## src/rtl/iir_mac_sequencer_pkg.sv

```systemverilog
// ---------------------------------------------------------------------------
// iir_mac_sequencer_pkg
// Shared definitions for the sequential IIR multiply-accumulate block:
// datapath widths, tap counts, power-up coefficient values and the FSM
// state type. No ports; import with iir_mac_sequencer_pkg::*.
// ---------------------------------------------------------------------------
package iir_mac_sequencer_pkg;

    localparam int DATA_WIDTH  = 20;
    localparam int COEFF_WIDTH = 8;
    localparam int ACC_WIDTH   = 24;

    localparam int NUM_X_TAPS  = 4;
    localparam int NUM_Y_TAPS  = 3;
    localparam int NUM_TAPS    = NUM_X_TAPS + NUM_Y_TAPS;

    // Power-up coefficients: taps 0..3 feed-forward, taps 4..6 feedback.
    localparam logic [COEFF_WIDTH-1:0] C0 = 8'h06;
    localparam logic [COEFF_WIDTH-1:0] C1 = 8'h12;
    localparam logic [COEFF_WIDTH-1:0] C2 = 8'h25;
    localparam logic [COEFF_WIDTH-1:0] C3 = 8'h06;
    localparam logic [COEFF_WIDTH-1:0] C4 = 8'h81;
    localparam logic [COEFF_WIDTH-1:0] C5 = 8'h5B;
    localparam logic [COEFF_WIDTH-1:0] C6 = 8'hEE;

    typedef enum logic [1:0] {
        ST_IDLE = 2'd0,
        ST_MAC  = 2'd1,
        ST_DONE = 2'd2
    } state_t;

endpackage

```

## src/rtl/iir_mac_sequencer_mult_tc.sv

```systemverilog
// ---------------------------------------------------------------------------
// mult_tc
// Combinational signed two's-complement multiplier shared by every tap.
// Ports:
//   a, b : signed WIDTH-bit operands
//   p    : signed 2*WIDTH-bit product
// ---------------------------------------------------------------------------
module mult_tc #(
    parameter int WIDTH = iir_mac_sequencer_pkg::COEFF_WIDTH
) (
    input  logic signed [WIDTH-1:0]   a,
    input  logic signed [WIDTH-1:0]   b,
    output logic signed [2*WIDTH-1:0] p
);

    // Both operands are signed, so they are sign-extended to the product
    // width before multiplying.
    assign p = a * b;

endmodule

```

## src/rtl/iir_mac_sequencer.sv

```systemverilog
// ---------------------------------------------------------------------------
// iir_mac_sequencer
// Seven-tap IIR filter evaluated one tap per clock on a single multiplier.
// Each synchronized rising edge of lrck accepts one sample, runs taps 0..6
// (x1..x4 feed-forward, y1..y3 feedback) and presents a saturated result.
// Ports:
//   clock, reset      : system clock (rising edge), async active-low reset
//   lrck              : sample strobe, asynchronous to clock
//   x_in              : signed input sample, captured at start
//   cfg_we/addr/data  : shadow coefficient write (addr 7 ignored)
//   clr_ovr           : clears the sticky overrun flag
//   y_out, y_valid    : filtered sample and its one-cycle strobe
//   busy              : a sample is being processed
//   ovr               : a sample strobe arrived while busy and was dropped
// ---------------------------------------------------------------------------
module iir_mac_sequencer #(
    parameter int DATA_WIDTH  = iir_mac_sequencer_pkg::DATA_WIDTH,
    parameter int COEFF_WIDTH = iir_mac_sequencer_pkg::COEFF_WIDTH,
    parameter int ACC_WIDTH   = iir_mac_sequencer_pkg::ACC_WIDTH,
    parameter logic [COEFF_WIDTH-1:0] C0 = iir_mac_sequencer_pkg::C0,
    parameter logic [COEFF_WIDTH-1:0] C1 = iir_mac_sequencer_pkg::C1,
    parameter logic [COEFF_WIDTH-1:0] C2 = iir_mac_sequencer_pkg::C2,
    parameter logic [COEFF_WIDTH-1:0] C3 = iir_mac_sequencer_pkg::C3,
    parameter logic [COEFF_WIDTH-1:0] C4 = iir_mac_sequencer_pkg::C4,
    parameter logic [COEFF_WIDTH-1:0] C5 = iir_mac_sequencer_pkg::C5,
    parameter logic [COEFF_WIDTH-1:0] C6 = iir_mac_sequencer_pkg::C6
) (
    input  logic                   clock,
    input  logic                   reset,
    input  logic                   lrck,
    input  logic [DATA_WIDTH-1:0]  x_in,
    input  logic                   cfg_we,
    input  logic [2:0]             cfg_addr,
    input  logic [COEFF_WIDTH-1:0] cfg_data,
    input  logic                   clr_ovr,
    output logic [DATA_WIDTH-1:0]  y_out,
    output logic                   y_valid,
    output logic                   busy,
    output logic                   ovr
);

    import iir_mac_sequencer_pkg::*;

    localparam int PROD_WIDTH = 2 * COEFF_WIDTH;
    localparam int TERM_SHIFT = 4;
    localparam int TERM_EXT   = ACC_WIDTH - PROD_WIDTH - TERM_SHIFT;

    localparam logic signed [ACC_WIDTH-1:0] SAT_MAX =
        ACC_WIDTH'((1 << (DATA_WIDTH - 1)) - 1);
    localparam logic signed [ACC_WIDTH-1:0] SAT_MIN =
        ACC_WIDTH'(-(1 << (DATA_WIDTH - 1)));

    localparam logic [COEFF_WIDTH-1:0] DEFAULT_BANK [7] =
        '{C0, C1, C2, C3, C4, C5, C6};

    // Clamp the accumulator into the signed output range.
    function automatic logic [DATA_WIDTH-1:0] sat(input logic signed [ACC_WIDTH-1:0] v);
        if (v > SAT_MAX)
            return {1'b0, {(DATA_WIDTH-1){1'b1}}};
        else if (v < SAT_MIN)
            return {1'b1, {(DATA_WIDTH-1){1'b0}}};
        else
            return v[DATA_WIDTH-1:0];
    endfunction

    // [0],[1]: two-flop synchronizer; [2]: previous value for edge detect.
    logic [2:0]                    lrck_sync;
    logic                          start;

    state_t                        state;
    state_t                        state_next;

    logic [DATA_WIDTH-1:0]         x_hist [4];
    logic [DATA_WIDTH-1:0]         y_hist [3];
    logic [COEFF_WIDTH-1:0]        shadow [7];
    logic [COEFF_WIDTH-1:0]        active [7];
    logic signed [ACC_WIDTH-1:0]   acc;
    logic [2:0]                    tap;

    logic signed [COEFF_WIDTH-1:0] operand;
    logic signed [COEFF_WIDTH-1:0] coeff;
    logic signed [PROD_WIDTH-1:0]  product;
    logic signed [ACC_WIDTH-1:0]   term;

    // ---------------- lrck synchronizer and start detect ----------------
    // NOTE: clocked state always uses non-blocking assignment so every flop
    // samples the pre-edge value of its neighbours (the shift chain relies on it).
    always_ff @(posedge clock or negedge reset) begin
        if (!reset)
            lrck_sync <= '0;
        else
            lrck_sync <= {lrck_sync[1:0], lrck};
    end

    assign start = lrck_sync[1] & ~lrck_sync[2];

    // ---------------- FSM ----------------
    always_ff @(posedge clock or negedge reset) begin
        if (!reset)
            state <= ST_IDLE;
        else
            state <= state_next;
    end

    // NOTE: every combinational output is given a default before the case,
    // so no path leaves it unassigned and no latch is inferred.
    always_comb begin
        state_next = state;
        case (state)
            ST_IDLE: if (start) state_next = ST_MAC;
            ST_MAC:  if (tap == 3'd6) state_next = ST_DONE;
            ST_DONE: state_next = ST_IDLE;
            default: state_next = ST_IDLE;
        endcase
    end

    assign busy = (state != ST_IDLE);

    // ---------------- tap operand selection ----------------
    // The multiplier sees only the top COEFF_WIDTH bits of each history word.
    always_comb begin
        operand = '0;
        coeff   = '0;
        case (tap)
            3'd0: begin operand = x_hist[0][DATA_WIDTH-1 -: COEFF_WIDTH]; coeff = active[0]; end
            3'd1: begin operand = x_hist[1][DATA_WIDTH-1 -: COEFF_WIDTH]; coeff = active[1]; end
            3'd2: begin operand = x_hist[2][DATA_WIDTH-1 -: COEFF_WIDTH]; coeff = active[2]; end
            3'd3: begin operand = x_hist[3][DATA_WIDTH-1 -: COEFF_WIDTH]; coeff = active[3]; end
            3'd4: begin operand = y_hist[0][DATA_WIDTH-1 -: COEFF_WIDTH]; coeff = active[4]; end
            3'd5: begin operand = y_hist[1][DATA_WIDTH-1 -: COEFF_WIDTH]; coeff = active[5]; end
            3'd6: begin operand = y_hist[2][DATA_WIDTH-1 -: COEFF_WIDTH]; coeff = active[6]; end
            default: ;
        endcase
    end

    mult_tc #(
        .WIDTH (COEFF_WIDTH)
    ) u_mult (
        .a (operand),
        .b (coeff),
        .p (product)
    );

    // Product is sign-extended and scaled by 16 to line up with the
    // sample's fractional position inside the accumulator.
    assign term = {{TERM_EXT{product[PROD_WIDTH-1]}}, product, {TERM_SHIFT{1'b0}}};

    // ---------------- shadow coefficient bank ----------------
    // NOTE: the coefficient banks are small register files that must come
    // up holding the default filter, so unlike a RAM they are reset.
    always_ff @(posedge clock or negedge reset) begin
        if (!reset)
            shadow <= DEFAULT_BANK;
        else if (cfg_we && cfg_addr != 3'd7)
            shadow[cfg_addr] <= cfg_data;
    end

    // ---------------- datapath ----------------
    always_ff @(posedge clock or negedge reset) begin
        if (!reset) begin
            x_hist  <= '{default: '0};
            y_hist  <= '{default: '0};
            active  <= DEFAULT_BANK;
            acc     <= '0;
            tap     <= '0;
            y_out   <= '0;
            y_valid <= 1'b0;
        end else begin
            y_valid <= 1'b0;
            case (state)
                ST_IDLE: begin
                    if (start) begin
                        x_hist[0] <= x_in;
                        x_hist[1] <= x_hist[0];
                        x_hist[2] <= x_hist[1];
                        x_hist[3] <= x_hist[2];
                        // Coefficients are frozen for the whole sample.
                        active    <= shadow;
                        acc       <= '0;
                        tap       <= '0;
                    end
                end
                ST_MAC: begin
                    acc <= acc + term;
                    tap <= tap + 3'd1;
                end
                ST_DONE: begin
                    y_out     <= sat(acc);
                    y_hist[0] <= sat(acc);
                    y_hist[1] <= y_hist[0];
                    y_hist[2] <= y_hist[1];
                    y_valid   <= 1'b1;
                end
                default: ;
            endcase
        end
    end

    // ---------------- sticky overrun ----------------
    // A dropped sample outranks a simultaneous clear.
    always_ff @(posedge clock or negedge reset) begin
        if (!reset)
            ovr <= 1'b0;
        else if (start && state != ST_IDLE)
            ovr <= 1'b1;
        else if (clr_ovr)
            ovr <= 1'b0;
    end

endmodule

```

## config.mk

```make
export PLATFORM = sky130hd
export DESIGN_NAME = iir_mac_sequencer
export DESIGN_NICKNAME = d
export VERILOG_FILES = /design/src/rtl/iir_mac_sequencer_pkg.sv /design/src/rtl/iir_mac_sequencer_mult_tc.sv /design/src/rtl/iir_mac_sequencer.sv
export SDC_FILE = /design/constraint.sdc
export NUM_CORES = 1
export LEC_CHECK = 0
export CAP_MARGIN = 10
export CORE_ASPECT_RATIO = 0.8
export CORE_UTILIZATION = 63
export DETAILED_ROUTE_END_ITERATION = 8
export PLACE_DENSITY = 0.83
export REMOVE_ABC_BUFFERS = 1
export SLEW_MARGIN = 20
export SYNTH_ARGS = -nofsm -noshare
export SYNTH_HDL_FRONTEND = slang
export SYNTH_SLANG_ARGS = --single-unit
```

## constraint.sdc

```tcl
create_clock -name clock -period 18.75 [get_ports clock]
set_input_delay 4.6875 -clock clock [delete_from_list [all_inputs] [get_ports clock]]
set_output_delay 4.6875 -clock clock [all_outputs]
set_load 0.005 [all_outputs]
```

==> metrics.md <==
| Metric | Value |
|---|---|
| RR Startpoint | tap[2]$_DFFE_PN0P_ |
| First-pass GRT wire length | 42700 um |
| I/O Pins | 59 |
| Via count of the first global-routing pass | 8250 |
| Post-Synth Simple-Gate Area | 7.47% |
| Synth Area in XOR/XNOR | 2.13% |
| Minimum clock period | 8590 ps |
| Terminus of the critical flop-to-flop path | acc[23]$_DFFE_PN0P_ |
| Slew margin rel. | 24.4% |
| CTS tree | done |
| Gr ovfl total | 0 |
| Clk_skew | 17.3 ps |
| Final Setup Violations | 0 |
| Detailed Route Iter0 Violations | 724 |
| Initial antenna violation count | 0 |
| Maximum clock rate | 116 MHz |
| Post_cts resized | 0 |
| Top_reg_cell synth | dfrtp_1 |
| Final period util | 45.8% |
| CORE AREA | 0.0183 mm2 |
| Depth of the CTS H-tree | 1 |
| Nets | 1193 |
| PortBufs | 46 |
| N_diodes | 0 |
| Adder-cell area share of the yosys netlist | 15.1% |
| CP max stage cell | ha_1 |
| # rows | 44 |
| Die ar. | 0.0195 mm2 |
| EDFF count, synth | 0 |
| Critical path class | flop to flop |
| Critical path arrival | 8990 ps |
| Vias | 7983 |
| Inserted Clock Buffers | 21 |
| Worst hold path depth | 0 |
| Die X | 156 um |
| Area grow syn2layout | 11.1% |
| Final Hold Viols | 0 |
| RePlAce Congestion | 0.854 |
| Mapped cell area | 0.0119 mm2 |
| Max incr delay on CP | 850 ps |
| Worst-skew pair later-pin latency | 510 ps |
| Seq/Total Area, Yosys | 43.9% |
| CTS clk-pin slew, worst paths | 60 ps |
| Min-delay src | lrck_sync[0]$_DFF_PN0_ |
| WP data required | 19150 ps |
| Post-detailed-route via-to-cell ratio | 6.07 |
| Worst Path Buf+Inv | 4 |
| Root buf cell | clkbuf_16 |
| Drt pass-1 iters | 7 |
| Hold Path Class | flop to flop |
| RSZ-0062 raised after global routing | false |
| Max-cap violations | 0 |
| CTS max path bufs | 3 |
| HPWL after DPL | 16500 um |
| Syn Inst Count | 1023 |
| Total GRT Usage | 27.7% |
| Unique masters post-synth | 57 |
| DR WL/cell | 19.3 um |
| Starting Density | 65.0% |
| R2r worst-path depth | 26 |
| Crit path capture type | flop |
| Reg2reg setup slack | 10160 ps |
| Die H | 125 um |
| Startpoint Class | flop |
| Final TNS setup | 0 ps |
| Drt total wl | 25300 um |
| Dominant combinational cell family by area after synthesis | multiplexers |
| Largest net degree at the start of global routing | 130 |
| Synth warn | 0 |
| Postcts setup bufs | 0 |
| Drc violations | 0 |
| Post-DRT Antenna Nets | 0 |
| Post-synthesis compound-gate area fraction | 9.33% |
| Share of cells above drive strength 1 | 25.6% |
| Filler Cell Count | 1238 |
| Slew @ Worst Pin | 1130 ps |
| Crit path max fanout | 20 |
| Async SR Flop Fraction | 100% |
| Slew Viols, Final | 0 |
| Synthesis-stage register bit count | 207 |
| Mux contribution to synthesized area | 16.4% |
| Hold Path Sink | lrck_sync[1]$_DFF_PN0_ |
| Placed cells | 1276 |
| Final Instance Count excl. Fillers | 1315 |
| # hold bufs at CTS | 0 |
| Synthesized area per cell | 11.7 um2 |
| CP top delay family | adder cells |
| Status | completed |
| # clock sinks | 207 |
[logic make-up (layout without fill, tap and decap cells)]
group | count (synthesis) | in the layout
AOI/OAI and AO/OA | 154 | 154
xor gates and xnor gates | 29 | 29
adders and majority gates | 110 | 110
buffers and inverters | 157 | 196
DFF | 207 | 207
muxes | 175 | 175
and+or+nand+nor | 191 | 191
[Yosys cell counts, types with 27 or more instances]
master / n / area, um2
nor2_1: 63 / 236
fa_1: 57 / 1140
a222oi_1: 32 / 320
dfrtp_1: 163 / 4080
ha_1: 53 / 663
a21oi_1: 27 / 135
nand2_1: 66 / 248
mux2_2: 162 / 1820
inv_1: 100 / 375
dfstp_2: 44 / 1160
clkbuf_1: 30 / 113
o21ai_0: 27 / 135
[how the worst max path moves through the flow]
stage                             startpoint             endpoint  cells past startpoint
final                     tap[2]$_DFFE_PN0P_  acc[23]$_DFFE_PN0P_                     26
after floorplan           tap[0]$_DFFE_PN0P_  acc[23]$_DFFE_PN0P_                     27
after detailed placement  tap[2]$_DFFE_PN0P_  acc[23]$_DFFE_PN0P_                     27
after CTS                 tap[2]$_DFFE_PN0P_  acc[23]$_DFFE_PN0P_                     27
after global routing      tap[2]$_DFFE_PN0P_  acc[23]$_DFFE_PN0P_                     26
after global placement    tap[2]$_DFFE_PN0P_  acc[23]$_DFFE_PN0P_                     27
[sequential cells by signal, summed over array words and instances (netlist names)]
signal	count
y_valid	1
state	2
active	56
x_hist	32
tap	3
ovr	1
acc	20
shadow	56
y_hist	33
lrck_sync	3
[per-layer routing]
metal / global-route usage [%] / routed length [um]
met3: 5.06 / 1900
met5: 0 / 0
met4: 7.32 / 579
met2: 42.4 / 11400
met1: 41.1 / 11500
[area by class of cell]
type / count / area (um2) / area share [%]
multi-input cells: 659 / 6030 / 45.5
flip-flops and latches: 207 / 5240 / 39.5
clock buffers: 33 / 611 / 4.61
repair buffers: 58 / 552 / 4.16
inverters: 100 / 375 / 2.83
well taps: 253 / 317 / 2.39
clock inverters: 5 / 129 / 0.973
[through the flow]
step	util [%]	instance area, um2	setup WS (ps)	hold slack (ps)
2_1_floorplan	-	11600	11450	331
3_3_place_gp	68.2	12500	10430	335
3_5_place_dp	68.2	12500	10310	337
4_1_cts	72.2	13200	10180	351
5_1_grt	72.3	13200	9770	365
6_report	72.3	13200	10160	349
[layout by cell type (no fill, tap or decap), types with 11 or more instances in the layout]
cell type	instances
or2_2	11
nor2_1	61
nand2_1	66
buf_4	11
mux2_2	162
mux2i_1	13
inv_1	100
a222oi_1	32
o22ai_1	17
clkdlybuf4s50_1	45
dfrtp_1	163
a21oi_1	27
fa_1	57
o21ai_0	27
dfstp_2	44
clkbuf_16	21
xnor2_1	22
ha_1	53
Power is not shown: default switching activity piles up to over one toggle a cycle in this logic, so the estimate is an artifact.
